<file path="config.mk">
export PLATFORM = sky130hd
export DESIGN_NAME = pipeline_hazard_ctrl
export DESIGN_NICKNAME = d
export VERILOG_FILES = /design/src/rtl/pipe_ctrl_pkg.sv /design/src/rtl/mem_wait_ctrl.sv /design/src/rtl/pipeline_hazard_ctrl.sv
export SDC_FILE = /design/constraint.sdc
export NUM_CORES = 1
export LEC_CHECK = 0
export BUFFER_PORTS_ARGS = -buffer_cell sky130_fd_sc_hd__buf_2
export CORE_ASPECT_RATIO = 0.5
export CORE_UTILIZATION = 50
export CTS_BUF_LIST = sky130_fd_sc_hd__clkbuf_16
export CTS_CLUSTER_DIAMETER = 80
export DETAILED_ROUTE_END_ITERATION = 8
export PLACE_DENSITY = 0.83
export SLEW_MARGIN = 40
export SYNTH_ARGS = -nofsm -noshare
export SYNTH_HDL_FRONTEND = slang
export SYNTH_SLANG_ARGS = --single-unit
export TNS_END_PERCENT = 1
</file>
<file path="constraint.sdc">
create_clock -name CLOCK -period 2.5 [get_ports CLOCK]
set_clock_uncertainty 0.2 [all_clocks]
set_input_delay 0.375 -clock CLOCK [delete_from_list [all_inputs] [get_ports CLOCK]]
set_output_delay 0.375 -clock CLOCK [all_outputs]
set_load 0.01 [all_outputs]
</file>
<file path="src/rtl/pipe_ctrl_pkg.sv">
// ---------------------------------------------------------------------------
// pipe_ctrl_pkg
// Shared definitions for the pipeline hazard controller:
//   main_state_t  - main controller states (run / drain / halted)
//   mw_state_t    - memory-wait sub-FSM states
//   REG_ZERO      - architectural zero register, never a real hazard source
//   pipe_ctrl_t   - bundle of the pipeline control outputs, plus the fixed
//                   output patterns the controller selects between
// ---------------------------------------------------------------------------
package pipe_ctrl_pkg;

   typedef enum logic [1:0] {
      MS_RUN    = 2'd0,
      MS_DRAIN  = 2'd1,
      MS_HALTED = 2'd2
   } main_state_t;

   typedef enum logic {
      MW_IDLE = 1'b0,
      MW_WAIT = 1'b1
   } mw_state_t;

   localparam logic [4:0] REG_ZERO = 5'd0;

   typedef struct packed {
      logic pc_we;
      logic ifid_we;
      logic ifid_flush;
      logic idex_we;
      logic idex_flush;
      logic freeze;
   } pipe_ctrl_t;

   // Free-running pipeline: everything advances, nothing is squashed.
   localparam pipe_ctrl_t CTRL_NORMAL = '{pc_we: 1'b1, ifid_we: 1'b1, ifid_flush: 1'b0,
                                          idex_we: 1'b1, idex_flush: 1'b0, freeze: 1'b0};
   // Memory wait: the whole pipeline holds, including EX/MEM and MEM/WB.
   localparam pipe_ctrl_t CTRL_FREEZE = '{pc_we: 1'b0, ifid_we: 1'b0, ifid_flush: 1'b0,
                                          idex_we: 1'b0, idex_flush: 1'b0, freeze: 1'b1};
   // Taken branch in EX: PC loads the target, both younger stages are squashed.
   localparam pipe_ctrl_t CTRL_BRANCH = '{pc_we: 1'b1, ifid_we: 1'b1, ifid_flush: 1'b1,
                                          idex_we: 1'b1, idex_flush: 1'b1, freeze: 1'b0};
   // HALT leaving ID: HALT itself moves into ID/EX, fetch stops.
   localparam pipe_ctrl_t CTRL_HALT   = '{pc_we: 1'b0, ifid_we: 1'b1, ifid_flush: 1'b1,
                                          idex_we: 1'b1, idex_flush: 1'b0, freeze: 1'b0};
   // Load-use: hold PC and IF/ID, insert one bubble into ID/EX.
   localparam pipe_ctrl_t CTRL_STALL  = '{pc_we: 1'b0, ifid_we: 1'b1 ^ 1'b1, ifid_flush: 1'b0,
                                          idex_we: 1'b1, idex_flush: 1'b1, freeze: 1'b0};
   // Drain / halted: only bubbles enter the pipe while older work retires.
   localparam pipe_ctrl_t CTRL_DRAIN  = '{pc_we: 1'b0, ifid_we: 1'b1, ifid_flush: 1'b1,
                                          idex_we: 1'b1, idex_flush: 1'b1, freeze: 1'b0};

endpackage

</file>
<file path="src/rtl/mem_wait_ctrl.sv">
// ---------------------------------------------------------------------------
// mem_wait_ctrl
// Memory-wait sub-FSM. Stretches each data-memory access in MEM to MEM_LAT
// cycles by freezing the pipeline for MEM_LAT-1 cycles.
// Ports:
//   clk        in   system clock
//   srst       in   synchronous active-high reset
//   mem_access in   instruction in MEM is a load or store
//   freeze     out  hold the pipeline this cycle (registered state + input)
// ---------------------------------------------------------------------------
module mem_wait_ctrl #(
   parameter int MEM_LAT = 1
) (
   input  logic clk,
   input  logic srst,
   input  logic mem_access,
   output logic freeze
);
   import pipe_ctrl_pkg::*;

   localparam int WAIT_W = (MEM_LAT > 2) ? $clog2(MEM_LAT - 1) : 1;
   localparam logic [WAIT_W-1:0] WAIT_LOAD = WAIT_W'((MEM_LAT > 2) ? MEM_LAT - 2 : 0);
   localparam logic HAS_WAIT = (MEM_LAT > 1);

   mw_state_t         mw_state_reg;
   mw_state_t         mw_state_next;
   logic [WAIT_W-1:0] wait_cnt_reg;
   logic [WAIT_W-1:0] wait_cnt_next;

   // State register
   always_ff @(posedge clk) begin
      if (srst) begin
         mw_state_reg <= MW_IDLE;
         wait_cnt_reg <= '0;
      end else begin
         mw_state_reg <= mw_state_next;
         wait_cnt_reg <= wait_cnt_next;
      end
   end

   // Next-state logic. The cycle leaving MW_WAIT still sees the same
   // instruction in MEM, so mem_access is not looked at there.
   always_comb begin
      mw_state_next = mw_state_reg;
      wait_cnt_next = wait_cnt_reg;
      case (mw_state_reg)
         MW_IDLE: begin
            if (HAS_WAIT && mem_access) begin
               mw_state_next = MW_WAIT;
               wait_cnt_next = WAIT_LOAD;
            end
         end
         MW_WAIT: begin
            if (wait_cnt_reg != '0) begin
               wait_cnt_next = wait_cnt_reg - 1'b1;
            end else begin
               mw_state_next = MW_IDLE;
            end
         end
         default: mw_state_next = MW_IDLE;
      endcase
   end

   // Output logic: the first freeze cycle happens in MW_IDLE itself.
   always_comb begin
      freeze = 1'b0;
      case (mw_state_reg)
         MW_IDLE: freeze = HAS_WAIT && mem_access;
         MW_WAIT: freeze = (wait_cnt_reg != '0);
         default: freeze = 1'b0;
      endcase
   end

endmodule

</file>
<file path="src/rtl/pipeline_hazard_ctrl.sv">
// ---------------------------------------------------------------------------
// pipeline_hazard_ctrl
// Central stall / flush / freeze controller for the 5-stage pipeline.
// Inputs : CLOCK, RESET (sync, active high); ID stage operand/halt info;
//          EX stage load/destination/branch info; MEM_Access.
// Outputs: PC_WriteEN, IFID_WriteEN/Flush, IDEX_WriteEN/Flush, Pipe_Freeze
//          (combinational from state + inputs); Halted, StallCount and
//          FlushCount (registered, saturating counters).
// Priority when not in reset: freeze > branch flush > halt > load-use stall.
// ---------------------------------------------------------------------------
module pipeline_hazard_ctrl #(
   parameter int MEM_LAT      = 1,
   parameter int DRAIN_CYCLES = 3,
   parameter int CNT_W        = 16
) (
   input  logic             CLOCK,
   input  logic             RESET,
   input  logic             ID_Valid,
   input  logic [4:0]       ID_RSAddr,
   input  logic [4:0]       ID_RTAddr,
   input  logic             ID_UsesRS,
   input  logic             ID_UsesRT,
   input  logic             ID_Halt,
   input  logic             EX_RegWriteEN,
   input  logic             EX_Mem2RegSEL,
   input  logic [4:0]       EX_DstAddr,
   input  logic             EX_BranchTaken,
   input  logic             MEM_Access,
   output logic             PC_WriteEN,
   output logic             IFID_WriteEN,
   output logic             IFID_Flush,
   output logic             IDEX_WriteEN,
   output logic             IDEX_Flush,
   output logic             Pipe_Freeze,
   output logic             Halted,
   output logic [CNT_W-1:0] StallCount,
   output logic [CNT_W-1:0] FlushCount
);
   import pipe_ctrl_pkg::*;

   localparam int DRAIN_W = (DRAIN_CYCLES > 1) ? $clog2(DRAIN_CYCLES) : 1;
   localparam logic [DRAIN_W-1:0] DRAIN_LOAD = DRAIN_W'(DRAIN_CYCLES - 1);
   localparam logic [CNT_W-1:0]   CNT_MAX    = '1;

   main_state_t        state_reg;
   main_state_t        state_next;
   logic [DRAIN_W-1:0] drain_cnt_reg;
   logic [DRAIN_W-1:0] drain_cnt_next;
   logic               halted_reg;
   logic               halted_next;
   logic [CNT_W-1:0]   stall_cnt_reg;
   logic [CNT_W-1:0]   flush_cnt_reg;

   logic       freeze;
   logic       run_active;
   logic       halt_req;
   logic       hazard;
   logic       branch_flush;
   logic       halt_detect;
   logic       load_use_stall;
   pipe_ctrl_t ctrl;

   logic [4:0] src_addr [2];
   logic [1:0] src_used;
   logic [1:0] src_match;

   mem_wait_ctrl #(
      .MEM_LAT (MEM_LAT)
   ) u_mem_wait (
      .clk        (CLOCK),
      .srst       (RESET),
      .mem_access (MEM_Access),
      .freeze     (freeze)
   );

   // Load-use hazard: a load in EX writes a register the ID instruction
   // reads. Writes to the zero register never create a dependency.
   assign src_addr[0] = ID_RSAddr;
   assign src_addr[1] = ID_RTAddr;
   assign src_used    = {ID_UsesRT, ID_UsesRS};

   generate
      for (genvar gi = 0; gi < 2; gi++) begin : g_src
         assign src_match[gi] = src_used[gi] && (src_addr[gi] == EX_DstAddr);
      end
   endgenerate

   assign hazard = ID_Valid && EX_Mem2RegSEL && EX_RegWriteEN &&
                   (EX_DstAddr != REG_ZERO) && (|src_match);

   // Events only count in RUN on cycles the memory wait lets through.
   // A taken branch makes HALT and any hazard in ID wrong-path.
   assign halt_req       = ID_Valid && ID_Halt;
   assign run_active     = (state_reg == MS_RUN) && !freeze;
   assign branch_flush   = run_active && EX_BranchTaken;
   assign halt_detect    = run_active && !EX_BranchTaken && halt_req;
   assign load_use_stall = run_active && !EX_BranchTaken && !halt_req && hazard;

   // State register and counters
   always_ff @(posedge CLOCK) begin
      if (RESET) begin
         state_reg     <= MS_RUN;
         drain_cnt_reg <= '0;
         halted_reg    <= 1'b0;
         stall_cnt_reg <= '0;
         flush_cnt_reg <= '0;
      end else begin
         state_reg     <= state_next;
         drain_cnt_reg <= drain_cnt_next;
         halted_reg    <= halted_next;
         if ((freeze || load_use_stall) && (stall_cnt_reg != CNT_MAX)) begin
            stall_cnt_reg <= stall_cnt_reg + 1'b1;
         end
         if (branch_flush && (flush_cnt_reg != CNT_MAX)) begin
            flush_cnt_reg <= flush_cnt_reg + 1'b1;
         end
      end
   end

   // Next-state logic: the main FSM only moves on non-frozen cycles, so a
   // memory wait during DRAIN pauses the drain countdown.
   always_comb begin
      state_next     = state_reg;
      drain_cnt_next = drain_cnt_reg;
      halted_next    = halted_reg;
      if (!freeze) begin
         case (state_reg)
            MS_RUN: begin
               if (halt_detect) begin
                  state_next     = MS_DRAIN;
                  drain_cnt_next = DRAIN_LOAD;
               end
            end
            MS_DRAIN: begin
               if (drain_cnt_reg == '0) begin
                  state_next  = MS_HALTED;
                  halted_next = 1'b1;
               end else begin
                  drain_cnt_next = drain_cnt_reg - 1'b1;
               end
            end
            MS_HALTED: state_next = MS_HALTED;
            default:   state_next = MS_RUN;
         endcase
      end
   end

   // Output logic
   always_comb begin
      ctrl = CTRL_NORMAL;
      if (RESET) begin
         ctrl = CTRL_NORMAL;
      end else if (freeze) begin
         ctrl = CTRL_FREEZE;
      end else begin
         case (state_reg)
            MS_RUN: begin
               if (branch_flush) begin
                  ctrl = CTRL_BRANCH;
               end else if (halt_detect) begin
                  ctrl = CTRL_HALT;
               end else if (load_use_stall) begin
                  ctrl = CTRL_STALL;
               end
            end
            MS_DRAIN, MS_HALTED: ctrl = CTRL_DRAIN;
            default:             ctrl = CTRL_NORMAL;
         endcase
      end
   end

   assign PC_WriteEN   = ctrl.pc_we;
   assign IFID_WriteEN = ctrl.ifid_we;
   assign IFID_Flush   = ctrl.ifid_flush;
   assign IDEX_WriteEN = ctrl.idex_we;
   assign IDEX_Flush   = ctrl.idex_flush;
   assign Pipe_Freeze  = ctrl.freeze;
   assign Halted       = halted_reg;
   assign StallCount   = stall_cnt_reg;
   assign FlushCount   = flush_cnt_reg;

endmodule

</file>
==> results.toml, run 1 <==
[routing]
vias = 1936
first_pass_iters = 4
wl_per_cell_um = 12.9
drc = 0
viasPerCell = 5.32
ant_nets = 0
wirelength_um = 4680
drtIter0Drc = 43

[floorplan]
num_rows = 16
ios = 64
die_area_um2 = 4430
start_util_pct = 52.6
die_y_um = 47.6
design.core.area_um2 = 3940
die_x_um = 93.1

[power_and_ir_drop]
irDropWorstVdd_mv = 0.491
power_per_cell_area_nw_per_um2 = 728
leakagePower_nw = 1.13

[run_status]
outcome = "complete, no violations"

[timing]
period_share_pct = 96.3
worst_slack_ns = 0.0918
worst_pin_slew_ns = 0.564
hold_violations = 0
max_freq_mhz = 415
finalSetupViolCount = 0
period_minus_slack_ns = 2.41
fin_setup_tns_ns = 0
maxSlewViolCount = 0
slew_headroom_pct = 62.3
rsz0062_at_grt = "no"

[run]
max-cap-violations = 0

[final_layout]
drive_above_1_share_pct = 29.4
final_cells = 364
syn_to_final_growth_pct = 26.6
utilization_pct = 66.7
diodes = 0
nNetsFinal = 341
fin_area_um2 = 2630

[synthesis]
synth_edf_count = 0
synthCells = 246
synth-simple-area-share_pct = 27.7
synthAdderAreaFrac_pct = 4.22
async_flop_share_pct = 0
synth_seq_cells = 37
synth-main-ff-cell = "dfxtp_1"
syn-num-nets = 278
ys_types = 46
yosys.area_share.xor_xnor_pct = 11.0
syn_avg_cell_area_um2 = 8.44
synth_top_family_by_area = "simple AND/OR/NAND/NOR gates"
yosysWarnings = 0
synth_compound_area_share_pct = 11.3
synth_mux_area_share_pct = 5.00
synth_area_um2 = 2080
synth_seq_area_share_pct = 35.7

[setup_path]
crit_fanout = 4
critPathArrivalTime_ns = 1.83
critPathCaptureType = "output port"
crit_path_start_kind = "register"
reg2reg_slack_ns = 0.14
crit_type = "reg -> out"
crit_required_ns = 1.92

[placement]
numPlacedInstances = 354
preCtsSetupSlack_ns = 0.0523
place_congestion = 0.765
placed_area_um2 = 2410
numPortBuffers = 60
dpl.hpwl_um = 3420

[global_routing]
grt_overflow = 0
grt_pass1_wl_um = 7490
antenna_found_initial = 0
grt_max_degree = 24
grt_usage_pct = 21.6
grt_pass1_vias = 1755

[cts]
clockBufferDepth = 2
numCtsBuffers = 5
cts_hold_buf = 0
clk_pin_slew_ns = 0.05
h-tree-depth = 2
clock-sinks = 37
clock_latency_ns = 0.28
cts_root_buffer = "clkbuf_16"
cts_tree = "done"

[worst_hold_path]
hold_class = "reg -> reg"
routing by layer:
layer,global-route usage (%),wire (µm),up-vias
li1,-,-,981
met1,24.9,2100,913
met2,42.2,2370,33
met3,4.44,147,9
met4,8.00,67,0
met5,0,0,-
cells by family after synthesis:
logic type / Yosys count
simple gates: 112
fa+ha+maj: 7
flops: 37
mux: 10
other cells: 2
compound gates: 31
buf+inv: 21
xor+xnor: 26
cells in the final DEF (no fill, tap or decap), drive strengths merged, types with 2 or more instances in the layout:
cell,n
nand2b,2
nand2,24
or4,6
mux2,3
inv,12
o21ai,4
conb,2
xor2,14
dfxtp,37
a21oi,13
nand3,13
clkbuf,5
xnor2,12
nand4,9
nor4,4
mux2i,7
o211ai,2
o31ai,4
buf,65
nor2,35
or3,4
ha,7
a2111oi,2
nor2b,4
nor3,3
and3,3
cells in the mapped netlist (2+ instances only):
cell	instances	share of area, %
nor3_1	3	0.72
conb_1	2	0.36
buf_1	2	0.36
nand4_1	9	2.7
nor2_1	35	6.3
nand2b_1	2	0.60
inv_1	12	2.2
mux2i_1	7	3.4
o21ai_0	4	0.96
nor4_1	3	0.90
buf_4	3	1.1
dfxtp_1	37	36
clkbuf_1	2	0.36
nor2b_1	4	1.2
nand2_1	23	4.2
a21oi_1	11	2.7
and3_1	3	0.90
o31ai_1	4	1.4
xnor2_1	12	5.1
nand3_1	13	3.1
or3_1	4	1.2
or4_1	6	2.2
mux2_2	3	1.6
ha_1	7	4.2
xor2_1	14	5.9
worst paths after layout:
kind                                   start        endpoint  cells after the start
worst max register to register  state_reg[0]  StallCount[11]                      9
worst min-delay path                  Halted          Halted                      2
worst max-delay path            state_reg[0]    IFID_WriteEN                      7
worst min register to register        Halted          Halted                      2
area by class of cell:
cell class	count	area (µm²)
fill	311	1320
multi-input combinational	188	1270
clock inverter	3	41.3
sequential	37	743
clock buffer	5	125
inverter	12	45.0
timing repair buffer	65	338
tap	54	67.6
metrics by stage:
step / total power, W / hold slack (ns)
floorplan: 0.00104 / 0.276
global placement: 0.00114 / 0.246
detailed placement: 0.00118 / 0.264
CTS: 0.00189 / 0.276
global route: 0.00202 / 0.333
finish: 0.00191 / 0.269
repair_timing:
item                       CTS  global route
pin swaps                    1             1
setup buffers                1             1
setup endpoints to repair    2             6
gates resized for setup      4             7
power by group:
part / leakage (nW) / switching, W / internal [W]
sequential: 0.300 / 0.0000378 / 0.000637
clock: 0.0775 / 0.000241 / 0.000467
combinational: 0.756 / 0.000290 / 0.000243
total: 1.13 / 0.000569 / 0.00135
worst max-delay path: stages (launching register included):
cell and delay (ns):
dfxtp_2 0.34, inv_2 0.08, ha_4 0.13, and4bb_1 0.20
o211ai_2 0.10, nand2b_4 0.17, a2111o_1 0.40, buf_2 0.14
Power figures use the tool's default switching activity.
==> inputs of run 2 (changes only) <==
- clock period: 2.5 -> 2.9 ns (I/O delays scaled with it)
==> run 2 against run 1 <==
Net effect: hold slack worse by 0.0060 ns; cell area shrank 3.4%; setup slack better by 0.041 ns; critical path type unchanged; power shrank 22%; cell count down 1.6%; critical path depth unchanged.
==> results.toml, run 2 (same netlist as run 1, synthesis figures left out) <==
[routing]
vias = 1918
viasPerCell = 5.36
first_pass_iters = 4
drtIter0Drc = 57
wirelength_um = 4440
drc = 0
wl_per_cell_um = 12.4
ant_nets = 0

[final_layout]
nNetsFinal = 337
mostFrequentLayoutCells = "buf_2 (60), dfxtp_1 (37), nor2_1 (35)"
syn_to_final_growth_pct = 22.3
utilization_pct = 64.4
regArea_um2 = 741
n_fill_cell = 339
diodes = 0
fin_area_um2 = 2540
final_common_cell = "buf_2"
multi_input_area_um2 = 1250
drive_above_1_share_pct = 26.6

[setup_path]
critPathArrivalTime_ns = 2.13
critPathCaptureType = "output port"
crit_required_ns = 2.27
slowest_delay_ns = 0.42
crit_type = "reg -> out"
cp_slowest_cell = "a2111o_1"
crit_path_start_kind = "register"
crit_path_cell_trace = "inv_1, ha_2, and4bb_1, o211ai_2, nand2b_2, a2111o_1, buf_2"
reg2reg_slack_ns = 0.44
crit_fanout = 8

[cts]
clockBufferDepth = 2
cts_root_buffer = "clkbuf_16"
clock_latency_ns = 0.28
cts_tree = "done"
cts_hold_buf = 0
clk_pin_slew_ns = 0.05
h-tree-depth = 2
clock-sinks = 37
numCtsBuffers = 5

[power_and_ir_drop]
power_per_cell_area_nw_per_um2 = 588
leakagePower_nw = 1.09
irDropWorstVdd_mv = 0.356

[placement]
place_congestion = 0.761
dpl.hpwl_um = 3360
numPortBuffers = 60
placed_area_um2 = 2400
preCtsSetupSlack_ns = 0.284

[timing]
max_freq_mhz = 361
worst_pin_slew_ns = 0.541
finalSetupViolCount = 0
rsz0062_at_grt = "no"
period_minus_slack_ns = 2.77
hold_violations = 0
worst_slack_ns = 0.133
hold_slack_ns = 0.263
fin_setup_tns_ns = 0
period_share_pct = 95.4
slew_headroom_pct = 63.9
maxSlewViolCount = 0

[floorplan]
design.core.area_um2 = 3940
ios = 64
num_rows = 16
die_x_um = 93.1
die_area_um2 = 4430
start_util_pct = 52.6
die_y_um = 47.6

[global_routing]
grt_usage_pct = 20.0
grt_pass1_wl_um = 6830
grt_max_degree = 28
grt_overflow = 0
antenna_found_initial = 0
grt_pass1_vias = 1596

[run_status]
outcome = "complete, no violations"

[run]
max-cap-violations = 0

[worst_hold_path]
hold_class = "reg -> reg"
run 2: cell count changes in the layout (fill, tap and decap cells not counted), sizes merged:
cell      before  now
buf           65   61
bufinv         1    0
clkinvlp       1    0
run 2: metal layers:
layer	routed length, µm	global-route usage (%)
met5	0	0
met4	27	6.46
met1	1910	22.8
met2	2320	38.7
met3	184	5.24
run 2: area by class of cell:
type	instances	share of cell area (%)
multi-input cells	188	49.1
flip-flops and latches	37	29.2
repair buffers	61	12.1
clock buffers	5	4.93
well taps	54	2.66
inverters	12	1.77
clock inverters	1	0.197
run 2: report_power, final:
part / total [W] / leakage [nW] / internal (W) / switching [W]
Combinational: 0.000426 / 0.727 / 0.000187 / 0.000240
Sequential: 0.000576 / 0.299 / 0.000547 / 0.0000294
Clock: 0.000490 / 0.0655 / 0.000306 / 0.000184
run 2: through the flow:
step                instances  total power [W]
CTS                       358          0.00149
detailed placement        352          0.00100
global placement          352         0.000970
finish                    358          0.00149
floorplan                 246         0.000892
global route              358          0.00158
run 2: worst paths after layout:
| check | from | to | cells past startpoint |
|---|---|---|---|
| setup reg to reg | state_reg[0] | StallCount[11] | 8 |
| hold / removal | Halted | Halted | 2 |
| hold reg to reg | Halted | Halted | 2 |
| setup / recovery | state_reg[0] | IFID_WriteEN | 7 |
run 2: what timing repair did:
action                                  4_1_cts  5_1_grt
endpoints found under the setup margin        0        2
resized for setup                             0        4
buffers inserted                              0        0
run 2: worst max-delay path, delay by kind of cell, from the launching register on:
| kind | cells | cell delay (ns) |
|---|---|---|
| buffers and inverters | 2 | 0.23 |
| AOI/OAI and AO/OA | 2 | 0.56 |
| adders and majority gates | 1 | 0.25 |
| DFF | 1 | 0.33 |
| and+or+nand+nor | 2 | 0.47 |
